### src/rtl/seg7_scan16_if.sv
// Display-driver bundle: counter-side inputs and registered pad outputs.
interface seg7_scan16_if;
  logic [15:0] Din;
  logic        RCO;
  logic        HOLD;
  logic        LZB;
  logic        CLR_OVF;
  logic [6:0]  SEG;
  logic        DP;
  logic [3:0]  DIG;

  modport master (
    output Din, RCO, HOLD, LZB, CLR_OVF,
    input  SEG, DP, DIG
  );

  modport slave (
    input  Din, RCO, HOLD, LZB, CLR_OVF,
    output SEG, DP, DIG
  );
endinterface

### src/rtl/seg7_scan16.sv
// Four-digit multiplexed hex display driver with per-frame snapshot,
// leading-zero blanking and a sticky overflow decimal point.
module seg7_scan16 #(
  parameter int unsigned DIV = 16
) (
  input  logic          CLK,
  input  logic          nCLR,
  seg7_scan16_if.slave  bus
);

  localparam int unsigned PW = (DIV > 1) ? $clog2(DIV) : 1;
  localparam logic [PW-1:0] PMAX = PW'(DIV - 1);

  logic [PW-1:0] pcnt;
  logic [1:0]    idx;
  logic [15:0]   snap;
  logic          ovf;
  logic          tick;

  logic [3:0]    nib;
  logic          blank;
  logic [6:0]    hex_seg;
  logic [6:0]    seg_d, seg_q;
  logic [3:0]    dig_d, dig_q;
  logic          dp_d, dp_q;

  assign tick = (pcnt == PMAX);

  always_comb begin
    nib = snap[{idx, 2'b00} +: 4];
    blank = 1'b0;
    case (idx)
      2'd1:    blank = bus.LZB && (snap[15:4]  == '0);
      2'd2:    blank = bus.LZB && (snap[15:8]  == '0);
      2'd3:    blank = bus.LZB && (snap[15:12] == '0);
      default: blank = 1'b0;
    endcase
  end

  // Segment order is {g,f,e,d,c,b,a}.
  always_comb begin
    hex_seg = '0;
    case (nib)
      4'h0: hex_seg = 7'b0111111;
      4'h1: hex_seg = 7'b0000110;
      4'h2: hex_seg = 7'b1011011;
      4'h3: hex_seg = 7'b1001111;
      4'h4: hex_seg = 7'b1100110;
      4'h5: hex_seg = 7'b1101101;
      4'h6: hex_seg = 7'b1111101;
      4'h7: hex_seg = 7'b0000111;
      4'h8: hex_seg = 7'b1111111;
      4'h9: hex_seg = 7'b1101111;
      4'hA: hex_seg = 7'b1110111;
      4'hB: hex_seg = 7'b1111100;
      4'hC: hex_seg = 7'b0111001;
      4'hD: hex_seg = 7'b1011110;
      4'hE: hex_seg = 7'b1111001;
      4'hF: hex_seg = 7'b1110001;
      default: hex_seg = '0;
    endcase
  end

  // First clock of every slot is all-off so the previous digit cannot ghost.
  always_comb begin
    dig_d = '1;
    seg_d = '0;
    if (pcnt != '0 && !blank) begin
      dig_d = ~(4'b0001 << idx);
      seg_d = hex_seg;
    end
    dp_d = (idx == 2'd0) && ovf && (pcnt != '0);
  end

  always_ff @(posedge CLK or negedge nCLR) begin
    if (!nCLR) begin
      pcnt  <= '0;
      idx   <= '0;
      snap  <= '0;
      ovf   <= 1'b0;
      seg_q <= '0;
      dig_q <= '1;
      dp_q  <= 1'b0;
    end else begin
      ovf <= bus.RCO | (ovf & ~bus.CLR_OVF);
      if (tick) begin
        pcnt <= '0;
        idx  <= idx + 2'd1;
        if (idx == 2'd3 && !bus.HOLD)
          snap <= bus.Din;
      end else begin
        pcnt <= pcnt + 1'b1;
      end
      seg_q <= seg_d;
      dig_q <= dig_d;
      dp_q  <= dp_d;
    end
  end

  assign bus.SEG = seg_q;
  assign bus.DIG = dig_q;
  assign bus.DP  = dp_q;

endmodule
### src/flat_wrapper.sv
// flat-port wrapper written by rule: the top's interface ports become plain ports
module seg7_scan16_flat 
#(
  parameter int unsigned DIV = 16
)
  (CLK, nCLR, bus_Din, bus_RCO, bus_HOLD, bus_LZB, bus_CLR_OVF, bus_SEG, bus_DP, bus_DIG);
  seg7_scan16_if bus_i ();
  input  logic CLK;
  input  logic nCLR;
  input wire logic [$bits(bus_i.Din)-1:0] bus_Din;
  input wire logic [$bits(bus_i.RCO)-1:0] bus_RCO;
  input wire logic [$bits(bus_i.HOLD)-1:0] bus_HOLD;
  input wire logic [$bits(bus_i.LZB)-1:0] bus_LZB;
  input wire logic [$bits(bus_i.CLR_OVF)-1:0] bus_CLR_OVF;
  output wire logic [$bits(bus_i.SEG)-1:0] bus_SEG;
  output wire logic [$bits(bus_i.DP)-1:0] bus_DP;
  output wire logic [$bits(bus_i.DIG)-1:0] bus_DIG;
  assign bus_i.Din = bus_Din;
  assign bus_i.RCO = bus_RCO;
  assign bus_i.HOLD = bus_HOLD;
  assign bus_i.LZB = bus_LZB;
  assign bus_i.CLR_OVF = bus_CLR_OVF;
  assign bus_SEG = bus_i.SEG;
  assign bus_DP = bus_i.DP;
  assign bus_DIG = bus_i.DIG;
  seg7_scan16 #(.DIV(DIV)) u_core (.CLK(CLK), .nCLR(nCLR), .bus(bus_i));
endmodule
### config.mk
export PLATFORM = sky130hd
export DESIGN_NAME = seg7_scan16_flat
export DESIGN_NICKNAME = d
export VERILOG_FILES = /design/src/rtl/seg7_scan16_if.sv /design/src/rtl/seg7_scan16.sv /design/src/flat_wrapper.sv
export SDC_FILE = /design/constraint.sdc
export NUM_CORES = 1
export LEC_CHECK = 0
export CAP_MARGIN = 20
export CORE_ASPECT_RATIO = 0.5
export CORE_MARGIN = 2
export CORE_UTILIZATION = 55
export CTS_BUF_LIST = sky130_fd_sc_hd__clkbuf_8
export CTS_CLUSTER_DIAMETER = 50
export DETAILED_ROUTE_END_ITERATION = 16
export PLACE_DENSITY = 0.93
export SLEW_MARGIN = 15
export SYNTH_ARGS = -nofsm -noshare
export SYNTH_HDL_FRONTEND = slang
export SYNTH_SLANG_ARGS = --single-unit
### constraint.sdc
create_clock -name CLK -period 4.75 [get_ports CLK]
set_input_delay 1.1875 -clock CLK [delete_from_list [all_inputs] [get_ports CLK]]
set_output_delay 1.1875 -clock CLK [all_outputs]
set_load 0.03 [all_outputs]
==> results.md, run 1 <==
* Setup TNS at 0 ns
* Final Hold Fails at 0
* Critical Path End Type: output pin
* Skew final at just under 0.007 ns
* Routed wire length at about 3.4 mm
* Peak supply drop at roughly 0.18 mV
* Die span in y at 44.5 um
* Switching portion of total power at between 20% and 30%
* M1 wire length at approximately 1.6 mm
* Overflow after GRT at 0
* Wire length on met2 at ~1.6 mm
* Number of buffer and inverter instances along the worst setup path at 1
* Antenna violations before repair at 0
* Post-route DRC at 0
* Via total after detailed routing at 1253
* Highest metal layer with signal wires: met4
* Largest net degree at the start of global routing at 36
* Most common flop cell mapped by yosys: sky130_fd_sc_hd__dfrtp_1
* CTS-repair resized insts at 0
* Number of ports placed on the die boundary at 34
* Buffers from clock root to sink, at most at 2
* Number of levels the H-tree was split into at 2
* Internal at ~420 uW
* Status: completed
* Max Cap Viol at 0
* Number of warnings issued by yosys at 0
* Launching element type of the critical path: flop
* Detailed-routed wire length on met3 at between 200 and 300 um
* Number of clock sinks at 35
* Measured slew at the worst slew-check pin at just under 0.8 ns
* Antenna viol nets, final at 0
* Via count of the first global-routing pass at around 1200
* Most common library cell in the layout ignoring fill and taps: sky130_fd_sc_hd__clkdlybuf4s50_1
* Fraction of registers with async set/reset at 100%
* Initial core utilization at 58.8%
* Count of fill cells added during filler insertion at 190
* Critical path cell sequence: clkdlybuf4s50_1
* Growth of design area from synthesis to finish at 24.1%
* Gpl congestion at approximately 0.9
* Standby leakage power at about 1.1 nW
* Highest cell delay on the worst timing path at ~0.66 ns
* Count of cell types in the netlist at 38
* Std-Cell Core Area at roughly 3100 sq um
* Slew HR at between 40 and 50%
* Number of cells produced by synthesis at 143
* Number of buffers inserted for hold repair after clock tree synthesis at 0
* Horizontal die dimension at approximately 85 um
* Overall track demand over capacity in global routing at 20.8%
* Final Critical Period at 2.65 ns
* Fraction of final layout cells sized beyond drive strength 1 at about 20%
* Area of the mapped netlist at approximately 1800 sq um
* Synth Area per Inst at 12.6 sq um
* Count of flip-flops with a built-in enable after synthesis at 0
* Post-CTS clock slew at the launch and capture registers of the worst setup and hold paths at around 0.070 ns
* Via density per instance at approximately 5.7
* Clock network fraction of design power at 38.0%
* Post-synthesis sequential area ratio at between 40% and 50%
* Commonest cells after routing, fill and taps aside: sky130_fd_sc_hd__clkdlybuf4s50_1 (33), sky130_fd_sc_hd__dfrtp_1 (31), sky130_fd_sc_hd__mux2_2 (16)
* Post-synth net total at ~180
* Antenna cell count at 0
* Total power divided by cell area at 236 nW/um^2
* Setup repair after global routing missed its margin: false
* Required time at the endpoint of the critical path at 3.56 ns
* Floorplan die area at around 3800 sq um
* Clock tree from TritonCTS: yes
* FP Rows at 14
* Setup fix buffers added after clock tree synthesis at 0
* Wire length of the first global-routing pass at roughly 5.9 mm
* Part of the total power dissipated in sequential elements at around 57%
* DPL Wire Length at 2.46 mm
* Post-DR wirelength/cell at around 16 um
* Maximum clock frequency at about 380 MHz
* HP Class: flop to flop
* Clock latency of the later-clocked register in the worst-skew pair at between 0.2 and 0.3 ns
* Family with the most delay on the worst path: buffers and inverters
* Max Slew Vio Count at 0
* Post-layout net count at between 200 and 250
* Synthesis-stage register bit count at 35
* Switching power of the nets at 113 uW
* Worst path slowest cell: sky130_fd_sc_hd__clkdlybuf4s50_1
* Critical-path maximum fanout at 1
* Path type of the worst setup path: flop to output pin
* Total power after layout at 528 uW
* First drt pass iteration count at 5
* Cts bufs inserted at 5
* Post-route fraction of the period consumed by the critical path at between 50% and 60%
* First DRT Iteration DRCs at 89
* Number of buffer cells added on primary ports at 33
* Arrival time reported for the critical path endpoint at ~1.5 ns
* Combinational group share of total power at roughly 5.3%
* Count of endpoints failing setup in the final report at 0
* Clock root buffer: sky130_fd_sc_hd__clkbuf_8
## metal layers
| layer | up-vias | track usage [%] |
|---|---|---|
| li1 | 586 | - |
| met1 | 611 | 28.8 |
| met2 | 52 | 31.7 |
| met3 | 4 | 5.22 |
| met4 | 0 | 9.21 |
| met5 | - | 0 |
## cell usage after synthesis, types with 2 or more instances
master | number | share of area [%]
sky130_fd_sc_hd__a211oi_1 | 4 | 1.7
sky130_fd_sc_hd__a21oi_1 | 3 | 0.83
sky130_fd_sc_hd__a31oi_1 | 2 | 0.69
sky130_fd_sc_hd__buf_6 | 2 | 1.2
sky130_fd_sc_hd__dfrtp_1 | 31 | 43
sky130_fd_sc_hd__dfstp_2 | 4 | 5.8
sky130_fd_sc_hd__ha_1 | 12 | 8.3
sky130_fd_sc_hd__inv_1 | 10 | 2.1
sky130_fd_sc_hd__mux2_2 | 16 | 10
sky130_fd_sc_hd__mux2_4 | 2 | 1.7
sky130_fd_sc_hd__mux2i_1 | 3 | 1.7
sky130_fd_sc_hd__mux4_2 | 4 | 5.0
sky130_fd_sc_hd__nand2_1 | 8 | 1.7
sky130_fd_sc_hd__nor2_1 | 6 | 1.2
sky130_fd_sc_hd__nor3_1 | 5 | 1.4
sky130_fd_sc_hd__nor4_1 | 3 | 1.0
sky130_fd_sc_hd__o21ai_0 | 4 | 1.1
sky130_fd_sc_hd__o21ai_1 | 2 | 0.56
sky130_fd_sc_hd__xnor2_1 | 2 | 0.97
sky130_fd_sc_hd__xor2_1 | 2 | 0.97
## power by group through the flow
stage	Sequential, mW	Combinational, mW	Clock, mW
after floorplan	0.305	0.00369	0
after global placement	0.305	0.0278	0
after detailed placement	0.305	0.0287	0
after CTS	0.299	0.0289	0.205
after global routing	0.299	0.0311	0.219
final	0.299	0.0281	0.201
## registers in the layout (all words and copies together), names as in the netlist
signal,flops
u_core.idx,2
u_core.ovf,1
u_core.bus.DP,1
u_core.bus.SEG,7
u_core.bus.DIG,4
u_core.snap,16
u_core.pcnt,4
## worst reg2reg max path: stages (launching register included)
cell and delay [ns]:
sky130_fd_sc_hd__dfrtp_1 0.68, sky130_fd_sc_hd__mux4_2 0.67, sky130_fd_sc_hd__inv_1 0.15, sky130_fd_sc_hd__ha_1 0.23, sky130_fd_sc_hd__and3b_1 0.19, sky130_fd_sc_hd__o21ai_0 0.14, sky130_fd_sc_hd__a31oi_1 0.12
## final timing paths
kind | start | end | slack [ns] | cells after the start
setup reg to reg | u_core.idx[1] | u_core.bus.SEG[0] | 2.43 | 6
min in group asynchronous | nCLR | u_core.snap[1] | 1.31 | 2
hold / removal | u_core.ovf | u_core.ovf | 0.49 | 1
setup / recovery | u_core.bus.DIG[2] | bus_DIG[2] | 2.10 | 1
max in group asynchronous | nCLR | u_core.bus.DIG[0] | 3.10 | 2
hold reg to reg | u_core.ovf | u_core.ovf | 0.49 | 1
## cell type report
class | instances | area [sq um] | area share (%)
well taps | 40 | 50.0 | 2.24
inverters | 11 | 41.3 | 1.85
multi-input cells | 93 | 846 | 37.8
flip-flops and latches | 35 | 881 | 39.4
clock buffers | 5 | 68.8 | 3.08
clock inverters | 3 | 12.5 | 0.559
repair buffers | 34 | 338 | 15.1
## stage by stage
| step | instances | hold slack (ns) | setup WS (ns) | utilization, % | instance area [sq um] |
|---|---|---|---|---|---|
| 6_report | 221 | 0.493 | 2.10 | 73.0 | 2240 |
| 5_1_grt | 221 | 0.520 | 2.07 | 73.0 | 2240 |
| 4_1_cts | 221 | 0.499 | 2.09 | 73.0 | 2240 |
| 3_5_place_dp | 213 | 0.477 | 1.90 | 70.3 | 2160 |
| 3_3_place_gp | 213 | 0.467 | 1.95 | 70.3 | 2160 |
| 2_1_floorplan | 143 | 0.441 | 2.59 | - | 1800 |
## logic make-up (layout without fill, tap and decap cells)
family / after synthesis / count (layout) / share of synthesized area [%]
flip-flops: 35 / 35 / 48.9
buffers and inverters: 15 / 53 / 4.23
adder cells (fa/ha/maj): 12 / 12 / 8.33
AO/OA/AOI/OAI: 21 / 21 / 7.56
XOR/XNOR: 4 / 4 / 1.94
multiplexers: 27 / 27 / 20.2
AND/OR/NAND/NOR: 29 / 29 / 8.88
(Power assumes the default switching activity.)
==> run 2, diff against run 1 <==
CORE_UTILIZATION = 54   (was 55)
PLACE_DENSITY = 0.91   (was 0.93)
clock period = 2.7 ns   (was 4.75 ns; I/O delays follow)
==> results.md, run 2 (same netlist as run 1, synthesis figures left out) <==
* Status: completed (unchanged)
* DPL Wire Length at 2.66 mm (was 2.46 mm)
* Floorplan die area at 3850 sq um (was 3780 sq um)
* Worst hold path depth at 1 (unchanged)
* Overall track demand over capacity in global routing at 21.6% (was 20.8%)
* Routed wire length at 3.51 mm (was 3.45 mm)
* Horizontal die dimension at 85.7 um (was 85.0 um)
* Post-route fraction of the period consumed by the critical path at a little under nine tenths
* Std-Cell Core Area at 3080 sq um (was 3070 sq um)
* Number of levels the H-tree was split into at 2 (unchanged)
* CTS-repair resized insts at 0 (unchanged)
* Fraction of final layout cells sized beyond drive strength 1 at 20.9% (was 19.9%)
* Post-layout worst setup margin at 0.387 ns (was 2.10 ns)
* Count of endpoints failing setup in the final report at 0 (unchanged)
* Count of fill cells added during filler insertion at 204 (was 190)
* Post-route DRC at 0 (unchanged)
* Largest net degree at the start of global routing at 36 (unchanged)
* Worst setup slack before clock tree synthesis at 0.424 ns (was 1.90 ns)
* Clock latency of the later-clocked register in the worst-skew pair at 0.29 ns (was 0.28 ns)
* Required time at the endpoint of the critical path at 2.92 ns (was 3.56 ns)
* Overflow after GRT at 0 (unchanged)
* Clock tree from TritonCTS: yes (unchanged)
* Growth of design area from synthesis to finish at 25.1% (was 24.1%)
* Most common library cell in the layout ignoring fill and taps: sky130_fd_sc_hd__clkdlybuf4s50_1 (unchanged)
* Tightest hold margin at 0.501 ns (was 0.493 ns)
* Setup TNS at 0 ns (unchanged)
* Initial core utilization at 58.5% (was 58.8%)
* Die span in y at 44.9 um (was 44.5 um)
* Final Critical Period at 2.31 ns
* First drt pass iteration count at 4 (was 5)
* Gpl congestion at 0.824 (was 0.897)
* Via count of the first global-routing pass at 1205 (was 1228)
* FP Rows at 14 (unchanged)
* Flip-flop count of the largest register after layout at 16 (unchanged)
* Arrival time reported for the critical path endpoint at 2.53 ns (was 1.46 ns)
* Via total after detailed routing at 1222 (was 1253)
* Antenna violations before repair at 0 (unchanged)
* Number of ports placed on the die boundary at 34 (unchanged)
* Critical Path End Type: flop (was output pin)
* Number of buffer cells added on primary ports at 33 (unchanged)
* Cts bufs inserted at 5 (unchanged)
* Critical-path maximum fanout at 12 (was 1)
* Post-CTS clock slew at the launch and capture registers of the worst setup and hold paths at 0.06 ns (was 0.07 ns)
* Post-layout net count at 215 (was 214)
* Number of buffers inserted for hold repair after clock tree synthesis at 0 (unchanged)
* Path type of the worst setup path: flop to flop (was flop to output pin)
* Wire length of the first global-routing pass at 5.99 mm (was 5.92 mm)
* Setup fix buffers added after clock tree synthesis at 0 (unchanged)
* Setup repair after global routing missed its margin: false (unchanged)
* Buffers from clock root to sink, at most at 2 (unchanged)
* HP Class: flop to flop (unchanged)
* Via density per instance at 5.50 (was 5.67)
* Post-DR wirelength/cell at 15.8 um (was 15.6 um)
* Depth of the worst register-to-register path at 6 (unchanged)
* First DRT Iteration DRCs at 69 (was 89)
* Clock root buffer: sky130_fd_sc_hd__clkbuf_8 (unchanged)
* Final Hold Fails at 0 (unchanged)
* Slew HR at 64.3% (was 47.6%)
* Peak supply drop at 0.353 mV (was 0.180 mV)
* Total power divided by cell area at 424 nW/um^2 (was 236 nW/um^2)
* Register ranked first by flip-flop count: u_core.snap (unchanged)
* Standby leakage power at 1.06 nW (was 1.05 nW)
* Antenna cell count at 0 (unchanged)
* Launching element type of the critical path: flop (unchanged)
* Measured slew at the worst slew-check pin at 0.533 ns (was 0.785 ns)
* Number of clock sinks at 35 (unchanged)
* Maximum clock frequency at 432 MHz
* Antenna viol nets, final at 0 (unchanged)
* Max Cap Viol at 0 (unchanged)
* Skew final at 0.00298 ns (was 0.00690 ns)
* Max Slew Vio Count at 0 (unchanged)
* Commonest cells after routing, fill and taps aside: sky130_fd_sc_hd__clkdlybuf4s50_1 (33), sky130_fd_sc_hd__dfrtp_1 (31), sky130_fd_sc_hd__mux2_2 (16) (unchanged)
==> run 2: power by group <==
group / switching [mW] / total (mW) / internal [mW]
logic: 0.0191 / 0.0498 / 0.0307
clock network: 0.178 / 0.380 / 0.202
registers: 0.000727 / 0.527 / 0.526
total: 0.198 / 0.957 / 0.759
==> run 2: area by class of cell <==
class,count,area (sq um),area share (%)
clock inverter,2,8.76,0.388
inverter,11,41.3,1.83
sequential,35,881,39.1
clock buffer,6,82.6,3.66
timing repair buffer,35,345,15.3
multi-input combinational,93,846,37.5
tap,40,50.0,2.22
==> run 2: metrics by stage <==
stage / std cells / utilization, % / power [mW] / cell area, sq um
2_1_floorplan: 143 / - / 0.543 / 1800
4_1_cts: 222 / 73.1 / 0.967 / 2250
6_report: 222 / 73.1 / 0.957 / 2250
3_3_place_gp: 214 / 70.2 / 0.585 / 2160
5_1_grt: 222 / 73.1 / 0.994 / 2250
3_5_place_dp: 214 / 70.2 / 0.587 / 2160
==> run 2: per-layer routing <==
metal  part of all wire (%)  global-route usage (%)  vias up  routed length, um
met5                      0                       0        -                  0
met4                    2.5                    14.0        0                 88
met3                    5.7                    6.22        8                200
met2                     45                    33.1       34               1590
met1                     46                    27.7      598               1630
li1                       -                       -      582                  -
==> run 2: worst max-delay path, stage by stage (launching register included) <==
cell                      delay (ns)
sky130_fd_sc_hd__dfrtp_1        0.68
sky130_fd_sc_hd__mux4_2         0.66
sky130_fd_sc_hd__inv_1          0.15
sky130_fd_sc_hd__ha_1           0.15
sky130_fd_sc_hd__inv_1          0.05
sky130_fd_sc_hd__mux4_2         0.44
sky130_fd_sc_hd__nor2_1         0.12
==> run 2: path summary, 6_finish.rpt <==
check | startpoint | end | slack, ns
worst max-delay path | u_core.idx[1] | u_core.bus.SEG[3] | 0.39
worst min-delay path | u_core.pcnt[0] | u_core.pcnt[0] | 0.50
worst max register to register | u_core.idx[1] | u_core.bus.SEG[3] | 0.39
worst min register to register | u_core.pcnt[0] | u_core.pcnt[0] | 0.50
max in group asynchronous | nCLR | u_core.bus.DIG[0] | 1.57
min in group asynchronous | nCLR | u_core.snap[0] | 0.78
